$ cat config.mk
export PLATFORM = sky130hd
export DESIGN_NAME = multiword_add_seq
export DESIGN_NICKNAME = d
export VERILOG_FILES = /design/src/rtl/multiword_add_seq.sv
export SDC_FILE = /design/constraint.sdc
export NUM_CORES = 1
export LEC_CHECK = 0
export ABC_AREA = 1
export CORE_MARGIN = 2
export CORE_UTILIZATION = 50
export CTS_CLUSTER_DIAMETER = 120
export DETAILED_ROUTE_END_ITERATION = 16
export GPL_TIMING_DRIVEN = 0
export PLACE_DENSITY = 0.79
export SKIP_CTS_REPAIR_TIMING = 1
export SLEW_MARGIN = 20
export SYNTH_ARGS = -nofsm -noshare
export SYNTH_HDL_FRONTEND = slang
export SYNTH_SLANG_ARGS = --single-unit
$ cat constraint.sdc
create_clock -name clk -period 6.8 [get_ports clk]
set_input_delay 1.36 -clock clk [delete_from_list [all_inputs] [get_ports clk]]
set_output_delay 1.36 -clock clk [all_outputs]
set_load 0.005 [all_outputs]
$ cat src/rtl/multiword_add_seq.sv
// -----------------------------------------------------------------------------
// multiword_add_seq
//    Sequenced multi-precision adder/subtractor for W = N*K bit operands.
//    One N-bit add slice is reused over K cycles, least-significant chunk
//    first, with the inter-chunk carry held in a register.
//
// Parameters
//    N     chunk width in bits (N >= 1)
//    K     number of chunks (K >= 1); W = N*K
//
// Ports
//    clk    in   rising-edge clock
//    reset  in   asynchronous, active-high reset
//    start  in   request, sampled only while idle
//    sub    in   0 = a+b, 1 = a-b; latched with the operands
//    a, b   in   W-bit operands, latched on an accepted start
//    busy   out  high while an operation is running or completing
//    done   out  one-cycle pulse, result valid
//    s      out  W-bit sum/difference, held until the next accepted start
//    cout   out  final carry out (subtract: 1 = no borrow, a >= b unsigned)
//    ovf    out  signed two's-complement overflow of the full W-bit operation
// -----------------------------------------------------------------------------
module multiword_add_seq #(
   parameter int N = 4,
   parameter int K = 4
) (
   input  logic             clk,
   input  logic             reset,
   input  logic             start,
   input  logic             sub,
   input  logic [N*K-1:0]   a,
   input  logic [N*K-1:0]   b,
   output logic             busy,
   output logic             done,
   output logic [N*K-1:0]   s,
   output logic             cout,
   output logic             ovf
);

   localparam int W  = N * K;
   localparam int IW = (K > 1) ? $clog2(K) : 1;

   typedef enum logic [1:0] {
      IDLE,
      RUN,
      DONE
   } state_t;

   state_t          state;
   logic [IW-1:0]   idx;
   logic            carry;
   logic [W-1:0]    a_r;
   logic [W-1:0]    b_r;

   logic [N-1:0]    a_chunk;
   logic [N-1:0]    b_chunk;
   logic [N-1:0]    r;
   logic            c;
   logic            msb_cin;
   logic            last;
   logic [W-1:0]    s_next;

   // Chunk selection and the shared N+1 bit add slice.
   always_comb begin
      a_chunk = '0;
      b_chunk = '0;
      for (int unsigned i = 0; i < K; i++) begin
         if (idx == IW'(i)) begin
            a_chunk = a_r[i*N +: N];
            b_chunk = b_r[i*N +: N];
         end
      end

      {c, r} = {1'b0, a_chunk} + {1'b0, b_chunk} + {{N{1'b0}}, carry};

      // Carry into the top bit of the chunk recovered from its sum bit;
      // this also covers N = 1, where it is simply the incoming carry.
      msb_cin = a_chunk[N-1] ^ b_chunk[N-1] ^ r[N-1];

      last = (idx == IW'(K - 1));

      s_next = s;
      for (int unsigned i = 0; i < K; i++) begin
         if (idx == IW'(i)) begin
            s_next[i*N +: N] = r;
         end
      end
   end

   always_ff @(posedge clk or posedge reset) begin
      if (reset) begin
         state <= IDLE;
         idx   <= '0;
         carry <= 1'b0;
         a_r   <= '0;
         b_r   <= '0;
         s     <= '0;
         cout  <= 1'b0;
         ovf   <= 1'b0;
         done  <= 1'b0;
         busy  <= 1'b0;
      end else begin
         case (state)
            IDLE: begin
               done <= 1'b0;
               if (start) begin
                  // Subtraction is A + ~B + 1: invert B now, seed carry with 1.
                  a_r   <= a;
                  b_r   <= sub ? ~b : b;
                  carry <= sub;
                  idx   <= '0;
                  s     <= '0;
                  cout  <= 1'b0;
                  ovf   <= 1'b0;
                  busy  <= 1'b1;
                  state <= RUN;
               end
            end

            RUN: begin
               s     <= s_next;
               carry <= c;
               if (last) begin
                  // Index returns to 0 so it never exceeds K-1.
                  idx   <= '0;
                  cout  <= c;
                  ovf   <= msb_cin ^ c;
                  done  <= 1'b1;
                  state <= DONE;
               end else begin
                  idx   <= idx + IW'(1);
               end
            end

            DONE: begin
               done  <= 1'b0;
               busy  <= 1'b0;
               state <= IDLE;
            end

            default: begin
               done  <= 1'b0;
               busy  <= 1'b0;
               state <= IDLE;
            end
         endcase
      end
   end

endmodule

# --- Word level (Yosys, flattened, before mapping) ---
# Cells that the tools add are included.
totals:
  regBits: 57
  in_bits: 36
  elab_cells: 73
  out_inout_bits: 20
classes:
  eq_ne: 9
  reduce_logical: 11
  bitwise: 5
  addsub: 3
  muxes: 32
ops:
  columns: ["cell", "count"]
  rows:
  - ["$mux 4", 12]
  - ["$mux 16", 2]
  - ["$pmux 16 s2", 1]
  - ["$not 16->16", 1]
  - ["$reduce_and 3->1", 4]
  - ["$ne 2x2->1 const B", 5]
  - ["$mux 2", 4]
  - ["$pmux 1 s2", 4]
  - ["$pmux 2 s2", 2]
  - ["$reduce_and 2->1", 4]
  - ["$mux 1", 7]
  - ["$add 4x4->5", 1]
  - ["$add 5x1->5", 1]
  - ["$eq 2x1->1 const B", 2]
  - ["$eq 2x2->1 const B", 2]
  - ["$logic_not 2->1", 2]
  - ["$xor 1x1->1", 3]
  - ["$add 2x1->2 const B", 1]
  - ["$reduce_bool 2->1", 1]
  - ["$not 1->1", 1]

# --- Longest topological paths before layout ---
# Gate-level depths: netlist of run 1.
logic_depth:
  word_depth: 11
  depth_mapped: 16
  depth_no_buf: 16

# --- Worst setup path after synthesis of run 1 ---
# No wires, ideal clock.
synth_timing:
  path_type: "register -> register"
  startpoint: "reg idx[0]"
  endpoint: "reg ovf"
  t_arrival_ns: 2.402
  synth_period_minus_slack_ns: 2.519
  setup_time_ns: 0.117
  slack_ns: 4.281
  stages_incl_launch_ff: 16
  n_path_buf: 0
  cell_sequence: "dfrtp_1 ha_1 inv_2 nand2_2 o22ai_1 nand2_1 nand2_1 o21ai_0 fa_1 fa_1 inv_1 nand3_1 nand2_1 nand2_1 nand3_1 nand2_1"
synth_between:
  elab_chain_cells: 11
  word_cells_on_any_way: 21
  classes_between: "add/sub (2); eq/ne (4); mux (10); bitwise (3); reduce/logical (2)"
synth_lines:
  columns: ["element", "line", "source"]
  rows:
  - ["start, declared", "50", "logic [IW-1:0] idx;"]
  - ["start signal, assigned", "131", "idx <= idx + IW'(1);"]
  - ["$logic_not 2->1", "68", "if (idx == IW'(i)) begin"]
  - ["$mux 4 (4 in a row)", "68", null]
  - ["$add 4x4->5", "74", "{c, r} = {1'b0, a_chunk} + {1'b0, b_chunk} + {{N{1'b0}}, carry};"]
  - ["$add 5x1->5", "74", null]
  - ["$xor 1x1->1", "78", "msb_cin = a_chunk[N-1] ^ b_chunk[N-1] ^ r[N-1];"]
  - ["$xor 1x1->1", "127", "ovf <= msb_cin ^ c;"]
  - ["$mux 1", "123", "if (last) begin"]
  - ["$pmux 1 s2", "103", "case (state)"]
  - ["end signal, assigned", "127", null]
  - ["end, declared", "37", "output logic ovf"]
# Parallel ways exist; a longest one is shown, timed or not. The select of a mux whose other input is x is not followed.
# A chain may end at the register's enable or synchronous reset.

# --- Final worst setup path of run 1 ---
layout_timing:
  startpoint: "reg idx[0]"
  endpoint: "reg cout"
layout_between:
  elab_chain_cells: 9
  word_cells_on_any_way: 18
  classes_between: "add/sub (2); eq/ne (4); mux (10); reduce/logical (2)"
layout_lines:
  columns: ["element", "line", "source"]
  rows:
  - ["$logic_not 2->1", "68", null]
  - ["$mux 4 (4 in a row)", "68", null]
  - ["$add 4x4->5", "74", null]
  - ["$add 5x1->5", "74", null]
  - ["$mux 1", "123", null]
  - ["$pmux 1 s2", "103", null]
  - ["end signal, assigned", "98", "cout <= 1'b0;"]
  - ["end signal, assigned", "113", "cout <= 1'b0;"]
  - ["end signal, assigned", "126", "cout <= c;"]
  - ["end, declared", "36", "output logic cout,"]
# Parallel ways exist; a longest one is shown, timed or not. The select of a mux whose other input is x is not followed.

==> run_results.csv, run 1 <==
group,metric,value,unit
placed_design,globalplace.congestion,0.837,
setup_path,worstPathRequired,7050,ps
finish,final_cell_area,3660,um^2
setup_path,critPathLaunchType,"flip-flop",
logic_synthesis,syn-num-nets,374,
setup_path,path_max_fanout,9,
detailed_routing,met3_length,287,um
placed_design,dp_slack,3840,ps
pwr,powerDensity,497,nW/um^2
detailed_routing,avgRoutedWirePerCell,12.8,um
detailed_routing,met2_length,2.87,mm
setup_path,critPathTopFamily,"adder cells",
detailed_routing,route.top_layer_used,"met4",
finish,fin_nets,439,
detailed_routing,ant_nets,0,
clocking,cts_root_buffer,"clkbuf_8",
finish,syn_to_final_growth,28.5,%
sta,skew,4.01,ps
clocking,htree_levels,3,
setup_path,path_cells,"ha_1 -> inv_2 -> nand2_2 -> o22ai_1 -> nand2_1 -> nand2_1 -> o21ai_0 -> fa_1 -> fa_1 -> inv_1 -> nand3_1 -> nand2_1 -> nand2_1 -> o21ai_1",
setup_path,cp_slowest_cell,"fa_1",
sta,fin_ws,3790,ps
sta,rsz0062_at_grt,"false",
clocking,path_clk_slew,60,ps
sta,finalCritPeriodShare,44.3,%
sta,setup_viol,0,
grt,grt_pass1_wl,10.5,mm
finish,final_core_util,66.5,%
floorplan,fp.dieH,79.5,um
floorplan,die_w,79.5,um
clocking,cts_tree,"yes",
floorplan,die_area,6320,um^2
detailed_routing,drt_first_pass_iters,4,
pwr,p_leak,1.74,nW
clocking,clock-sinks,57,
pwr,p_total,1.82,mW
logic_synthesis,netlist_instances,329,
hold_path,min_from,"state[1]$_DFFE_PP0P_",
pwr,max-vdd-ir-drop,0.000202,V
grt,gr-total-overflow,0,
hold_path,hp-class,"flip-flop to flip-flop",
setup_path,worst-setup-path-type,"flip-flop to flip-flop",
finish,diodes,0,
grt,grt_usage,21.9,%
sta,tightestPinTransition,688,ps
logic_synthesis,syn-mean-instance-area,8.66,um^2
sta,timing.hold.ws,442,ps
floorplan,initial_utilization,51.8,%
detailed_routing,initialDrtViolationCount,105,
logic_synthesis,synth-seq-cells,57,
setup_path,cp.arrival,3260,ps
setup_path,critPathMostFrequentCell,"nand2_1",
sta,timing.setup.tns,0,ps
placed_design,dp_cells,455,
grt,antenna_found_initial,0,
setup_path,cp-end-kind,"flip-flop",
placed_design,hpwl,4.45,mm
clocking,cts_buffers,9,
sta,period_minus_slack,3010,ps
setup_path,timing.rr.start,"idx[0]$_DFFE_PP0P_",
sta,max-slew-margin-rel,54.1,%
clocking,insertion_delay,330,ps
sta,finalMaxSlewViolations,0,
run_status,outcome,"complete, no violations",
detailed_routing,wl,6.02,mm
finish,final_cells,470,
logic_synthesis,synthDistinctLibCells,24,
logic_synthesis,ys_warn_count,0,
setup_path,crit_buf_inv,2,
detailed_routing,via_count,2350,
floorplan,io_pins,56,
placed_design,placed_area,3480,um^2
detailed_routing,via_per_inst,5.00,
grt,first_global_vias,2321,
floorplan,coreArea,5510,um^2
placed_design,port-buffer-count,54,
setup_path,slowest_delay,490,ps
job,max-cap-violations,0,
clocking,clock_path_buffers,2,
sta,max_freq,332,MHz
grt,grt_max_degree,58,
logic_synthesis,synth_area,2850,um^2
sta,hold_viol,0,
setup_path,startpoint,"idx[0]$_DFFE_PP0P_",
detailed_routing,wl_met1,2.78,mm
logic_synthesis,seq_area_frac_synth,50.0,%
detailed_routing,route.detailed.drc,0,
floorplan,row_count,27,
finish,drive_above_1_share,11.8,%
-- placed cells by master, fill, tap and decap left out, types with 3 or more instances in the layout --
cell,instances
nand3_1,13
nand2_2,3
clkinv_2,4
clkbuf_8,12
nand4_1,4
buf_2,3
dfrtp_1,57
inv_1,18
clkdlybuf4s50_1,54
o21ai_1,21
o21ai_0,24
buf_6,5
nor2_1,15
ha_1,7
a21oi_1,13
xnor2_1,17
inv_2,10
o21ai_2,4
nand2_1,101
o22ai_1,3
-- flip-flops by register name, summed over array words and instances, names as in the netlist, 2 cells and up --
signal and cells:
idx 2, b_r 16, a_r 16, state 2, s 16
-- kinds of logic (layout without fill, tap and decap cells) --
logic type	after synthesis	count (layout)	share of synthesized area, %
and+or+nand+nor	137	137	19.7
AOI/OAI and AO/OA	66	66	12.3
DFF	57	57	50.0
buffers and inverters	43	112	8.21
xor gates and xnor gates	17	17	5.22
adders and majority gates	9	9	4.48
-- routing by layer --
metal / track usage (%) / vias to the layer above
met5: 0 / -
met1: 28.9 / 1098
met4: 9.14 / 0
met2: 35.2 / 57
met3: 4.64 / 9
li1: - / 1186
-- path summary, 6_finish.rpt --
check / end / slack (ps) / depth (start not counted)
min in group asynchronous: a_r[1]$_DFFE_PP0P_ / 1500 / 2
max reg2reg: cout$_DFFE_PP0P_ / 3790 / 14
min: busy$_DFFE_PP0P_ / 440 / 1
min reg2reg: busy$_DFFE_PP0P_ / 440 / 1
max in group asynchronous: a_r[6]$_DFFE_PP0P_ / 4850 / 2
max: cout$_DFFE_PP0P_ / 3790 / 14
-- worst register-to-register path: stages (launching register included) --
cell and delay, ps:
dfrtp_1 430, ha_1 320, inv_2 220, nand2_2 120
o22ai_1 160, nand2_1 70, nand2_1 60, o21ai_0 150
fa_1 490, fa_1 430, inv_1 70, nand3_1 70
nand2_1 100, nand2_1 80, o21ai_1 160
-- power by group --
part / internal [mW] / switching, mW
clock: 0.158 / 0.124
combinational: 0.394 / 0.574
sequential: 0.494 / 0.0779
-- cell type report --
class | count | area, um^2
clock buffers | 12 | 165
plain buffers | 13 | 120
repair buffers | 54 | 541
flip-flops and latches | 57 | 1430
clock inverters | 3 | 15.0
multi-input cells | 229 | 1190
fillers | 471 | 1840
well taps | 72 | 90.1
inverters | 30 | 116
-- cells in the mapped netlist --
cell type	instances	area (um^2)
nand2_2	3	18.8
nand4_1	4	25.0
fa_1	2	40.0
nand3_1	13	65.1
a21oi_1	13	65.1
buf_8	2	30.0
ha_1	7	87.6
buf_6	5	56.3
inv_1	19	71.3
o21ai_2	4	35.0
nor2_1	15	56.3
inv_2	10	37.5
o22ai_1	3	18.8
dfrtp_1	57	1430
nand2_1	101	379
buf_2	3	15.0
nand3_4	1	17.5
clkinv_2	1	5.00
o21ai_1	21	105
o21ai_0	24	120
o211ai_1	1	7.51
clkbuf_1	1	3.75
xnor2_1	17	149
buf_4	2	15.0
No activity file was read; power rests on OpenSTA's default activity.
==> run 2: changes to the inputs <==
clock period = 2.9 ns   (was 6.8 ns; I/O delays follow)
==> run 2 against run 1 <==
  * Die area unchanged
  * Fmax rose by 8.6%
  * Via count is 2.0% higher
  * Cell count increased by 0.21%
  * Register-to-register slack lost 3700 ps
  * Count of clock-buffer cells in the layout did not move
  * Clock skew is 3.9 ps higher
  * Total power rose by 140%
  * Non-clock buffer count rose by 1
  * Combinational power rose by 150%
  * Global-route usage unchanged
  * Sequential power increased by 140%
==> run_results.csv, run 2 (same netlist as run 1, synthesis figures left out) <==
group,metric,value,unit
clocking,insertion_delay,330,ps
floorplan,io_pins,56,
clocking,path_clk_slew,60,ps
finish,seq_area,1430,um^2
finish,fillCellCount,458,
setup_path,cp_slowest_cell,"fa_2",
finish,diodes,0,
setup_path,cp.arrival,3020,ps
finish,final_common_cell,"nand2_1",
grt,grt_usage,21.9,%
detailed_routing,ant_nets,0,
grt,grt_max_degree,58,
pwr,p_total,4.42,mW
pwr,p_leak,1.74,nW
floorplan,initial_utilization,51.8,%
sta,timing.setup.tns,0,ps
setup_path,slowest_delay,460,ps
clocking,clock-sinks,57,
sta,finalCritPeriodShare,95.6,%
grt,first_global_vias,2321,
finish,syn_to_final_growth,30.7,%
pwr,max-vdd-ir-drop,0.000524,V
setup_path,path_cells,"inv_1 -> ha_4 -> inv_4 -> nand2_2 -> o22ai_2 -> nand2_1 -> nand2_1 -> o21ai_0 -> fa_2 -> fa_2 -> inv_1 -> nand3_1 -> nand2_1 -> nand2_1 -> o21ai_1",
placed_design,globalplace.congestion,0.837,
grt,grt_pass1_wl,10.5,mm
finish,fin_nets,440,
sta,setup_viol,0,
setup_path,crit_buf_inv,3,
grt,gr-total-overflow,0,
setup_path,critPathLaunchType,"flip-flop",
floorplan,coreArea,5510,um^2
detailed_routing,wl,6.21,mm
setup_path,worst-setup-path-type,"flip-flop to flip-flop",
finish,final_core_util,67.6,%
clocking,cts_tree,"yes",
finish,final_cell_mix,"101 x nand2_1, 57 x dfrtp_1, 54 x clkdlybuf4s50_1, 24 x o21ai_0, 21 x o21ai_1",
sta,period_minus_slack,2770,ps
floorplan,die_area,6320,um^2
sta,max-slew-margin-rel,54.8,%
placed_design,port-buffer-count,54,
floorplan,fp.dieH,79.5,um
detailed_routing,route.detailed.drc,0,
detailed_routing,via_count,2398,
clocking,cts_root_buffer,"clkbuf_8",
clocking,cts_buffers,9,
grt,antenna_found_initial,0,
floorplan,row_count,27,
setup_path,path_max_fanout,9,
sta,skew,7.87,ps
setup_path,critPathMostFrequentCell,"nand2_1",
detailed_routing,drt_first_pass_iters,4,
hold_path,hp-class,"flip-flop to flip-flop",
clocking,htree_levels,3,
clocking,clock_path_buffers,2,
job,max-cap-violations,0,
pwr,powerDensity,1190,nW/um^2
finish,final_cells,471,
detailed_routing,via_per_inst,5.09,
floorplan,die_w,79.5,um
sta,hold_viol,0,
setup_path,cp-end-kind,"flip-flop",
placed_design,dp_cells,455,
finish,reg_top3,"a_r: 16 flops, b_r: 16 flops, s: 16 flops",
sta,tightestPinTransition,679,ps
detailed_routing,initialDrtViolationCount,127,
run_status,outcome,"complete, no violations",
placed_design,hpwl,4.45,mm
finish,multi_input_area,1240,um^2
sta,max_freq,361,MHz
setup_path,worstPathRequired,3140,ps
setup_path,critPathTopFamily,"adder cells",
finish,drive_above_1_share,13.8,%
detailed_routing,avgRoutedWirePerCell,13.2,um
sta,finalMaxSlewViolations,0,
[run 2: cell types whose count changed in the layout (fill, tap and decap cells not counted)]
cell     change
inv_1        -1
fa_2         +2
buf_2        -1
buf_4        +2
ha_1         -3
ha_4         +3
fa_1         -2
o22ai_1      -1
o22ai_2      +1
inv_4        +1
[run 2: layout make-up]
| cell class | count | share of cell area [%] |
|---|---|---|
| tap | 72 | 2.42 |
| timing repair buffer | 56 | 14.9 |
| buffer | 12 | 3.09 |
| multi-input combinational | 229 | 33.3 |
| sequential | 57 | 38.3 |
| clock buffer | 12 | 4.43 |
| inverter | 30 | 3.19 |
| clock inverter | 3 | 0.403 |
[run 2: worst paths after layout]
path                            cells past startpoint  slack (ps)                  from                 end
worst min register to register                      1         440  state[1]$_DFFE_PP0P_    busy$_DFFE_PP0P_
worst max-delay path                               15         130    idx[1]$_DFFE_PP0P_    cout$_DFFE_PP0P_
max in group asynchronous                           2        1730                 reset  b_r[2]$_DFFE_PP0P_
worst max register to register                     15         130    idx[1]$_DFFE_PP0P_    cout$_DFFE_PP0P_
min in group asynchronous                           2         720                 reset  a_r[3]$_DFFE_PP0P_
worst min-delay path                                1         440  state[1]$_DFFE_PP0P_    busy$_DFFE_PP0P_
[run 2: stage by stage]
| step | worst slack, ps | cell area [um^2] | hold WS (ps) |
|---|---|---|---|
| finish | 128 | 3720 | 445 |
| global route | -0.557 | 3720 | 478 |
| CTS | -82.7 | 3660 | 445 |
| detailed placement | -63.2 | 3480 | 436 |
| global placement | -42.5 | 3480 | 430 |
| floorplan | 381 | 2850 | 423 |
[run 2: metal layers]
layer	track usage (%)	wire [um]	vias to the layer above
met5	0	0	-
met4	9.14	85	0
li1	-	-	1190
met2	35.2	3030	74
met3	4.64	389	10
met1	28.9	2710	1124
[run 2: power breakdown]
group | internal [mW] | total (mW) | switching [mW]
Combinational | 0.994 | 2.41 | 1.42
Sequential | 1.16 | 1.35 | 0.188
Clock | 0.370 | 0.664 | 0.294
Total | 2.52 | 4.42 | 1.90
==> run 3: changes to the inputs <==
CORE_ASPECT_RATIO = 0.5   (was unset)
CORE_UTILIZATION = 25   (was 50)
PLACE_DENSITY = 0.46   (was 0.79)
==> run 3 against run 2 <==
  * Total power rose by 10%
  * Clock power rose by 58%
  * Fmax rose by 1.6%
  * Critical path depth fell by 2
  * Critical endpoint is now s[6]$_DFFE_PP0P_
  * First-iteration DRC count rose by 24%
  * Sequential share of layout area fell by 2.2 points
  * Global-route usage fell by 8.5 points
  * Largest cell class unchanged
  * Flip-flop and latch count did not move
  * Worst setup slack improved by 43 ps
  * Hold slack improved by 22 ps
==> run_results.csv, run 3 (same netlist as run 1, synthesis figures left out) <==
group,metric,value,unit
hold_path,holdPathEnd,"busy$_DFFE_PP0P_",
floorplan,fp.dieH,79.5,um
hold_path,min_from,"state[1]$_DFFE_PP0P_",
setup_path,worst-setup-path-type,"flip-flop to flip-flop",
detailed_routing,drt_first_pass_iters,4,
placed_design,globalplace.congestion,0.843,
finish,fin_nets,441,
floorplan,io_pins,56,
setup_path,critPathLaunchType,"flip-flop",
setup_path,timing.rr.start,"idx[1]$_DFFE_PP0P_",
finish,final_core_util,35.7,%
sta,tightestPinTransition,401,ps
setup_path,regToRegSetupSlack,170,ps
floorplan,row_count,27,
hold_path,hp-class,"flip-flop to flip-flop",
grt,grt_max_degree,30,
finish,reg_top3,"a_r: 16 flops, b_r: 16 flops, s: 16 flops",
detailed_routing,via_per_inst,4.31,
detailed_routing,via_count,2350,
sta,setup_viol,0,
detailed_routing,route.detailed.drc,0,
clocking,cts_buffers,9,
grt,first_global_vias,2430,
clocking,insertion_delay,320,ps
sta,finalCritPeriodShare,94.1,%
detailed_routing,wl,7.44,mm
floorplan,coreArea,11000,um^2
grt,grt_usage,13.5,%
clocking,htree_levels,3,
setup_path,reg2reg_depth,13,
pwr,p_leak,1.80,nW
clocking,cts_tree,"yes",
clocking,cts_root_buffer,"clkbuf_16",
sta,max-slew-margin-rel,73.2,%
hold_path,whs_path_depth,1,
clocking,clock-sinks,57,
placed_design,hpwl,5.37,mm
clocking,path_clk_slew,50,ps
setup_path,cp-end-kind,"flip-flop",
sta,max_freq,366,MHz
sta,period_minus_slack,2730,ps
floorplan,initial_utilization,25.8,%
job,max-cap-violations,0,
run_status,outcome,"complete, no violations",
finish,final_common_cell,"nand2_1",
finish,drive_above_1_share,13.8,%
detailed_routing,ant_nets,0,
grt,grt_pass1_wl,12.6,mm
clocking,clock_path_buffers,2,
setup_path,path_max_fanout,9,
detailed_routing,initialDrtViolationCount,158,
grt,antenna_found_initial,0,
sta,timing.setup.tns,0,ps
sta,finalMaxSlewViolations,0,
pwr,max-vdd-ir-drop,0.000393,V
sta,hold_viol,0,
finish,final_cell_mix,"101 x nand2_1, 57 x dfrtp_1, 54 x clkdlybuf4s50_1, 23 x o21ai_0, 22 x o21ai_1",
grt,gr-total-overflow,0,
setup_path,r2r_end,"s[6]$_DFFE_PP0P_",
floorplan,die_w,155,um
pwr,powerDensity,1230,nW/um^2
detailed_routing,avgRoutedWirePerCell,13.6,um
finish,final_cells,545,
setup_path,worstPathRequired,3150,ps
sta,skew,7.24,ps
setup_path,cp.arrival,2980,ps
placed_design,port-buffer-count,54,
finish,syn_to_final_growth,38.5,%
floorplan,die_area,12300,um^2
placed_design,dp_cells,529,
finish,diodes,0,
-- run 3: stage by stage --
stage	area (um^2)	hold WS (ps)	setup WS, ps	power (mW)
finish	3950	467	171	4.87
global route	3950	480	-21.1	5.37
CTS	3890	477	-230	4.83
detailed placement	3590	449	-204	3.75
global placement	3570	452	-361	3.73
floorplan	2850	423	381	2.91
-- run 3: worst max-delay path: stages, from the launching register on --
cell,delay [ps]
dfrtp_1,390
inv_1,130
ha_4,220
inv_6,120
nand2_2,110
o22ai_1,130
nand2_1,70
nand2_1,60
o21ai_1,120
fa_2,440
fa_2,360
xnor2_1,210
nand2_2,130
o21ai_1,150
-- run 3: worst max path at each step --
stage / from / endpoint / slack (ps) / cells past startpoint
finish: idx[1]$_DFFE_PP0P_ / s[6]$_DFFE_PP0P_ / 170 / 13
global route: idx[1]$_DFFE_PP0P_ / cout$_DFFE_PP0P_ / -20 / 15
CTS: idx[1]$_DFFE_PP0P_ / s[6]$_DFFE_PP0P_ / -230 / 13
detailed placement: idx[0]$_DFFE_PP0P_ / s[6]$_DFFE_PP0P_ / -200 / 12
global placement: reset / b_r[3]$_DFFE_PP0P_ / -360 / 2
floorplan: idx[0]$_DFFE_PP0P_ / ovf$_DFFE_PP0P_ / 380 / 15
-- run 3: power breakdown --
group / internal [mW] / total, mW / switching, mW / leakage (nW)
combinational: 1.00 / 2.48 / 1.47 / 0.936
clock: 0.703 / 1.05 / 0.350 / 0.148
sequential: 1.16 / 1.35 / 0.187 / 0.719
total: 2.86 / 4.87 / 2.01 / 1.80
-- run 3: layout make-up --
cell class / count / area (um^2)
inverter: 30 / 121
multi-input combinational: 229 / 1230
tap: 145 / 181
clock inverter: 3 / 40.0
timing repair buffer: 57 / 576
fill: 1143 / 7100
sequential: 57 / 1430
clock buffer: 12 / 256
buffer: 12 / 115
-- run 3: layer usage --
metal	vias to the layer above	global-route usage, %	part of all wire, %
met5	-	0	0
met4	0	3.89	1.3
met3	10	4.13	4.9
met2	50	20.1	42
met1	1101	18.8	52
li1	1189	-	-
